### config.mk
export PLATFORM = sky130hd
export DESIGN_NAME = mult_div_unit_flat
export DESIGN_NICKNAME = d
export VERILOG_FILES = /design/src/rtl/mult_div_if.sv /design/src/rtl/mult_div_unit.sv /design/src/flat_wrapper.sv
export SDC_FILE = /design/constraint.sdc
export NUM_CORES = 1
export LEC_CHECK = 0
export BUFFER_PORTS_ARGS = -buffer_cell sky130_fd_sc_hd__buf_4
export CAP_MARGIN = 20
export CELL_PAD_IN_SITES_DETAIL_PLACEMENT = 1
export CELL_PAD_IN_SITES_GLOBAL_PLACEMENT = 2
export CORE_MARGIN = 3
export CORE_UTILIZATION = 36
export CTS_CLUSTER_SIZE = 28
export DETAILED_ROUTE_END_ITERATION = 16
export PLACE_DENSITY_LB_ADDON = 0.1
export RECOVER_POWER = 100
export SLEW_MARGIN = 5
export SYNTH_ARGS = -nofsm -noshare
export SYNTH_HDL_FRONTEND = slang
export SYNTH_SLANG_ARGS = --single-unit
### constraint.sdc
create_clock -name clk -period 4.3 [get_ports clk]
set_clock_uncertainty 0.2 [all_clocks]
set_input_delay 0.86 -clock clk [delete_from_list [all_inputs] [get_ports clk]]
set_output_delay 0.86 -clock clk [all_outputs]
set_load 0.02 [all_outputs]
### src/rtl/mult_div_if.sv
// Handshake/operand/result bundle between the control unit (master) and mult_div_unit (slave).
interface mult_div_if #(
   parameter int WIDTH = 32
);
   logic             start_mult;
   logic             start_div;
   logic [WIDTH-1:0] a;
   logic [WIDTH-1:0] b;
   logic             busy;
   logic             done;
   logic             div_zero;
   logic [WIDTH-1:0] hi;
   logic [WIDTH-1:0] lo;

   modport master (
      output start_mult, start_div, a, b,
      input  busy, done, div_zero, hi, lo
   );

   modport slave (
      input  start_mult, start_div, a, b,
      output busy, done, div_zero, hi, lo
   );
endinterface

### src/rtl/mult_div_unit.sv
// Multicycle signed MULT (radix-2 Booth) / DIV (restoring) unit owning the HI/LO registers.
// Optional macro MULTDIV_DIVZERO_EXC_EN: divide-by-zero is flagged in IDLE instead of being executed.
module mult_div_unit #(
   parameter int WIDTH = 32
) (
   input  logic      clk,
   input  logic      reset,
   mult_div_if.slave bus
);
   typedef enum logic [1:0] {IDLE, MULT, DIV, FIX} state_t;

   state_t           state, state_nx;
   logic [4:0]       cnt;
   logic [WIDTH-1:0] p, q, m;
   logic             qm1;
   logic             is_div, neg_q, neg_r;
   logic [WIDTH-1:0] hi_r, lo_r;
   logic             done_r;
   logic             accept_mult, accept_div;
   logic [WIDTH:0]   booth_sum, trial;
   logic [WIDTH-1:0] a_mag, b_mag;
`ifdef MULTDIV_DIVZERO_EXC_EN
   logic             dz_hit;
   logic             dz_r;
`endif

   always_ff @(posedge clk) begin
      if (reset) state <= IDLE;
      else       state <= state_nx;
   end

   always_comb begin
      state_nx    = state;
      accept_mult = 1'b0;
      accept_div  = 1'b0;
`ifdef MULTDIV_DIVZERO_EXC_EN
      dz_hit      = 1'b0;
`endif
      case (state)
         IDLE: begin
            if (bus.start_mult) begin
               accept_mult = 1'b1;
               state_nx    = MULT;
            end else if (bus.start_div) begin
               accept_div = 1'b1;
`ifdef MULTDIV_DIVZERO_EXC_EN
               if (bus.b == '0) begin
                  accept_div = 1'b0;
                  dz_hit     = 1'b1;
               end
`endif
               if (accept_div) state_nx = DIV;
            end
         end
         MULT, DIV: if (cnt == 5'd31) state_nx = FIX;
         FIX:       state_nx = IDLE;
         default:   state_nx = IDLE;
      endcase
   end

   // Booth step uses a sign-extended (WIDTH+1)-bit sum so a = 0x80000000 cannot overflow P.
   always_comb begin
      a_mag = bus.a[WIDTH-1] ? -bus.a : bus.a;
      b_mag = bus.b[WIDTH-1] ? -bus.b : bus.b;
      case ({q[0], qm1})
         2'b01:   booth_sum = {p[WIDTH-1], p} + {m[WIDTH-1], m};
         2'b10:   booth_sum = {p[WIDTH-1], p} - {m[WIDTH-1], m};
         default: booth_sum = {p[WIDTH-1], p};
      endcase
      trial = {p, q[WIDTH-1]} - {1'b0, m};
   end

   always_ff @(posedge clk) begin
      if (reset) begin
         cnt    <= '0;
         p      <= '0;
         q      <= '0;
         m      <= '0;
         qm1    <= 1'b0;
         is_div <= 1'b0;
         neg_q  <= 1'b0;
         neg_r  <= 1'b0;
         hi_r   <= '0;
         lo_r   <= '0;
         done_r <= 1'b0;
`ifdef MULTDIV_DIVZERO_EXC_EN
         dz_r   <= 1'b0;
`endif
      end else begin
         done_r <= 1'b0;
`ifdef MULTDIV_DIVZERO_EXC_EN
         dz_r   <= 1'b0;
`endif
         case (state)
            IDLE: begin
               cnt <= '0;
               if (accept_mult) begin
                  p      <= '0;
                  q      <= bus.b;
                  m      <= bus.a;
                  qm1    <= 1'b0;
                  is_div <= 1'b0;
               end else if (accept_div) begin
                  p      <= '0;
                  q      <= a_mag;
                  m      <= b_mag;
                  is_div <= 1'b1;
                  neg_q  <= bus.a[WIDTH-1] ^ bus.b[WIDTH-1];
                  neg_r  <= bus.a[WIDTH-1];
               end
`ifdef MULTDIV_DIVZERO_EXC_EN
               if (dz_hit) begin
                  done_r <= 1'b1;
                  dz_r   <= 1'b1;
               end
`endif
            end
            MULT: begin
               p   <= booth_sum[WIDTH:1];
               q   <= {booth_sum[0], q[WIDTH-1:1]};
               qm1 <= q[0];
               cnt <= cnt + 5'd1;
            end
            DIV: begin
               if (!trial[WIDTH]) begin
                  p <= trial[WIDTH-1:0];
                  q <= {q[WIDTH-2:0], 1'b1};
               end else begin
                  p <= {p[WIDTH-2:0], q[WIDTH-1]};
                  q <= {q[WIDTH-2:0], 1'b0};
               end
               cnt <= cnt + 5'd1;
            end
            FIX: begin
               if (is_div) begin
                  hi_r <= neg_r ? -p : p;
                  lo_r <= neg_q ? -q : q;
               end else begin
                  hi_r <= p;
                  lo_r <= q;
               end
               done_r <= 1'b1;
            end
            default: ;
         endcase
      end
   end

   assign bus.busy = (state != IDLE);
   assign bus.done = done_r;
   assign bus.hi   = hi_r;
   assign bus.lo   = lo_r;
`ifdef MULTDIV_DIVZERO_EXC_EN
   assign bus.div_zero = dz_r;
`else
   assign bus.div_zero = 1'b0;
`endif
endmodule

### src/flat_wrapper.sv
// flat-port wrapper written by rule: the top's interface ports become plain ports
module mult_div_unit_flat 
#(
   parameter int WIDTH = 32
)
  (clk, reset, bus_start_mult, bus_start_div, bus_a, bus_b, bus_busy, bus_done, bus_div_zero, bus_hi, bus_lo);
  mult_div_if #(.WIDTH(WIDTH)) bus_i ();
  input  logic clk;
  input  logic reset;
  input wire logic [$bits(bus_i.start_mult)-1:0] bus_start_mult;
  input wire logic [$bits(bus_i.start_div)-1:0] bus_start_div;
  input wire logic [$bits(bus_i.a)-1:0] bus_a;
  input wire logic [$bits(bus_i.b)-1:0] bus_b;
  output wire logic [$bits(bus_i.busy)-1:0] bus_busy;
  output wire logic [$bits(bus_i.done)-1:0] bus_done;
  output wire logic [$bits(bus_i.div_zero)-1:0] bus_div_zero;
  output wire logic [$bits(bus_i.hi)-1:0] bus_hi;
  output wire logic [$bits(bus_i.lo)-1:0] bus_lo;
  assign bus_i.start_mult = bus_start_mult;
  assign bus_i.start_div = bus_start_div;
  assign bus_i.a = bus_a;
  assign bus_i.b = bus_b;
  assign bus_busy = bus_i.busy;
  assign bus_done = bus_i.done;
  assign bus_div_zero = bus_i.div_zero;
  assign bus_hi = bus_i.hi;
  assign bus_lo = bus_i.lo;
  mult_div_unit #(.WIDTH(WIDTH)) u_core (.clk(clk), .reset(reset), .bus(bus_i));
endmodule
==> reports/metrics.yaml <==
fmax_mhz: 250
initial_core_util_pct: 36.9
ys_warn_count: 0
grt_use_total_pct: 26.7
clock-sinks: 172
setup_viol: 0
nFillCells: 4851
cts_tree: "done"
synth_fa_ha_area_share_pct: 6.96
cp_max_fo: 15
die_area_mm2: 0.0425
synth_cells: 1932
synth-main-ff-cell: "dfxtp_1"
path_clk_slew_ns: 0.07
worstSetupStartpointType: "flip-flop"
grt_max_degree: 76
area_delta_synth_final_pct: 14.5
die_width_um: 206
drt-wirelength-per-cell_um: 22.7
synthXorXnorAreaFrac_pct: 12.2
cp_cell_sequence: "inv_1 > ha_1 > a21o_1 > a31o_2 > a21oi_1 > o21ai_0 > a311oi_1 > and3_1 > buf_12 > buf_4 > mux2_2 > nand2_1 > a221oi_1"
yosysSeqAreaShare_pct: 23.9
worstSetupPathType: "flip-flop to flip-flop"
grt-ovfl-total: 0
antenna_left: 0
power.total_mw: 10.2
cp_slowest_stage_delay_ns: 0.51
synthMuxAreaShare_pct: 2.89
via_per_inst: 5.87
finalNetCount: 2169
status: "finished with violations"
drc: 0
clk_latency_ns: 0.46
violations: "capacitance limit, slew limit"
final_common_cell: "nand2_1"
synthesis.nets: 2079
ios: 135
critPathSlowestCell: "dfxtp_1"
synth_top_family_by_area: "compound AO/OA/AOI/OAI gates"
cts_max_path_buffers: 2
row_count: 72
synth_compound_area_share_pct: 30.4
synth.distinct_cells: 73
fin_ws_ns: 0.295
vias: 14968
core_area_mm2: 0.0391
setup_tns_ns: 0
wl_mm: 57.9
worst_pin_slew_ns: 1.55
syn_area_mm2: 0.0144
root_buffer: "clkbuf_16"
final_cell_mix: "201 x nand2_1, 183 x nor2_1, 172 x dfxtp_1"
portBuffers: 133
slew_headroom_pct: -3.51
cts_inserted_buffers: 17
final-max-slew-violation-count: 36
post-dp-hpwl_mm: 45.2
grt_first_pass_wirelength_mm: 88.0
grt_pass1_vias: 14578
critPathArrivalTime_ns: 4.12
layout-drive-gt1-share_pct: 11.0
n_antenna_cell: 0
hold_buffers: 0
antenna_found_initial: 0
avgSynthCellArea_um2: 7.46
gp_congestion: 0.901
pwr_density_cell_mw_per_mm2: 618
ys_seq_elements: 172
layout_min_cycle_time_ns: 4.00
cts_htree_levels: 4
die_h_um: 206
power_leakage_nw: 6.29
end_kind: "flip-flop"
min_path_type: "flip-flop to flip-flop"
maxCapViolCount: 1
post-route-period-util_pct: 93.1
required_ns: 4.41
ir_worst_vdd_uv: 318
first_pass_iters: 6
synthSimpleGateAreaFrac_pct: 17.9
rsz0062_at_grt: "yes"
async_reset_ff_share_pct: 0
hold_violations: 0
dp_slack_ns: -0.0398
drt_iter0_drc: 1161
synth_edf_count: 0
## registers in the layout, indices dropped and copies added (netlist names), 2 cells and up
name           flops
u_core.state       2
u_core.bus.hi     32
u_core.cnt         5
u_core.m          32
u_core.bus.lo     32
u_core.q          32
u_core.p          32
## worst paths after layout
path | from | endpoint | slack [ns] | cells after the start
worst max-delay path | u_core.m[17] | u_core.p[5] | 0.30 | 13
worst min-delay path | u_core.bus.hi[17] | u_core.bus.hi[17] | 0.28 | 2
worst max register to register | u_core.m[17] | u_core.p[5] | 0.30 | 13
worst min register to register | u_core.bus.hi[17] | u_core.bus.hi[17] | 0.28 | 2
## stage by stage
step / cells / utilization (%) / cell area, um2 / hold WS [ns]
after detailed placement: 2518 / 41.3 / 16200 / 0.281
after floorplan: 1932 / - / 14400 / 0.245
after global placement: 2518 / 41.3 / 16200 / 0.268
after global routing: 2551 / 42.2 / 16500 / 0.307
final: 2551 / 42.2 / 16500 / 0.285
after CTS: 2548 / 42.8 / 16700 / 0.291
## cells by family after synthesis
group / count (synthesis)
flops: 172
simple gates: 562
other cells: 1
xor+xnor: 200
fa+ha+maj: 79
mux: 40
compound gates: 662
buf+inv: 216
## Yosys cell counts (all sizes together) (9+ instances only)
cell	count	area, um2
buf	15	66.3
a211oi	69	518
a31oi	17	106
nor2b	9	56.3
mux2i	27	270
or4	10	78.8
a22oi	50	375
o21bai	9	67.6
xnor2	108	946
o31ai	31	233
xor2	92	806
nand2b	17	106
a311oi	9	78.8
nand3	18	90.1
a221oi	22	193
nand2	201	754
o41ai	18	184
a21oi	173	866
mux2	13	146
nor2	184	691
o21ai	126	631
nor4	21	146
or3	23	164
nor3	17	85.1
dfxtp	172	3440
nand4	14	87.6
inv	71	267
and3	16	100
a222oi	19	190
and2	12	75.1
o211ai	31	233
a21o	37	278
clkbuf	130	489
ha	77	963
## repair_timing
action | CTS | global route
endpoints found under the setup margin | 3 | 14
buffers inserted | 0 | 2
resized for setup | 3 | 22
pin swaps | 0 | 6
## final cells by class
class	instances	area, um2	area share (%)
repair buffers	216	1380	8.38
multi-input cells	1544	10200	61.8
well taps	518	648	3.93
clock inverters	10	105	0.637
clock buffers	20	457	2.77
flip-flops and latches	172	3440	20.9
inverters	71	267	1.61
## layer usage
layer	routed length, um	up-vias	global-route usage (%)	share of wire (%)
li1	-	7217	-	-
met1	27900	7374	37.9	48
met2	26500	330	43.2	46
met3	2650	47	3.42	4.6
met4	888	0	6.23	1.5
met5	0	-	0	0
## worst max-delay path, delay by kind of cell (launching register included)
family / cells / cell delay, ns
AO/OA/AOI/OAI: 6 / 1.33
adder cells (fa/ha/maj): 1 / 0.45
buffers and inverters: 3 / 0.62
flip-flops: 1 / 0.51
multiplexers: 1 / 0.39
AND/OR/NAND/NOR: 2 / 0.32
## power by group
part	total [mW]	switching, mW	internal, mW
clock	1.57	0.740	0.835
sequential	2.35	0.446	1.90
combinational	6.28	3.95	2.32
Note: power is estimated with default switching activity, not from simulation.
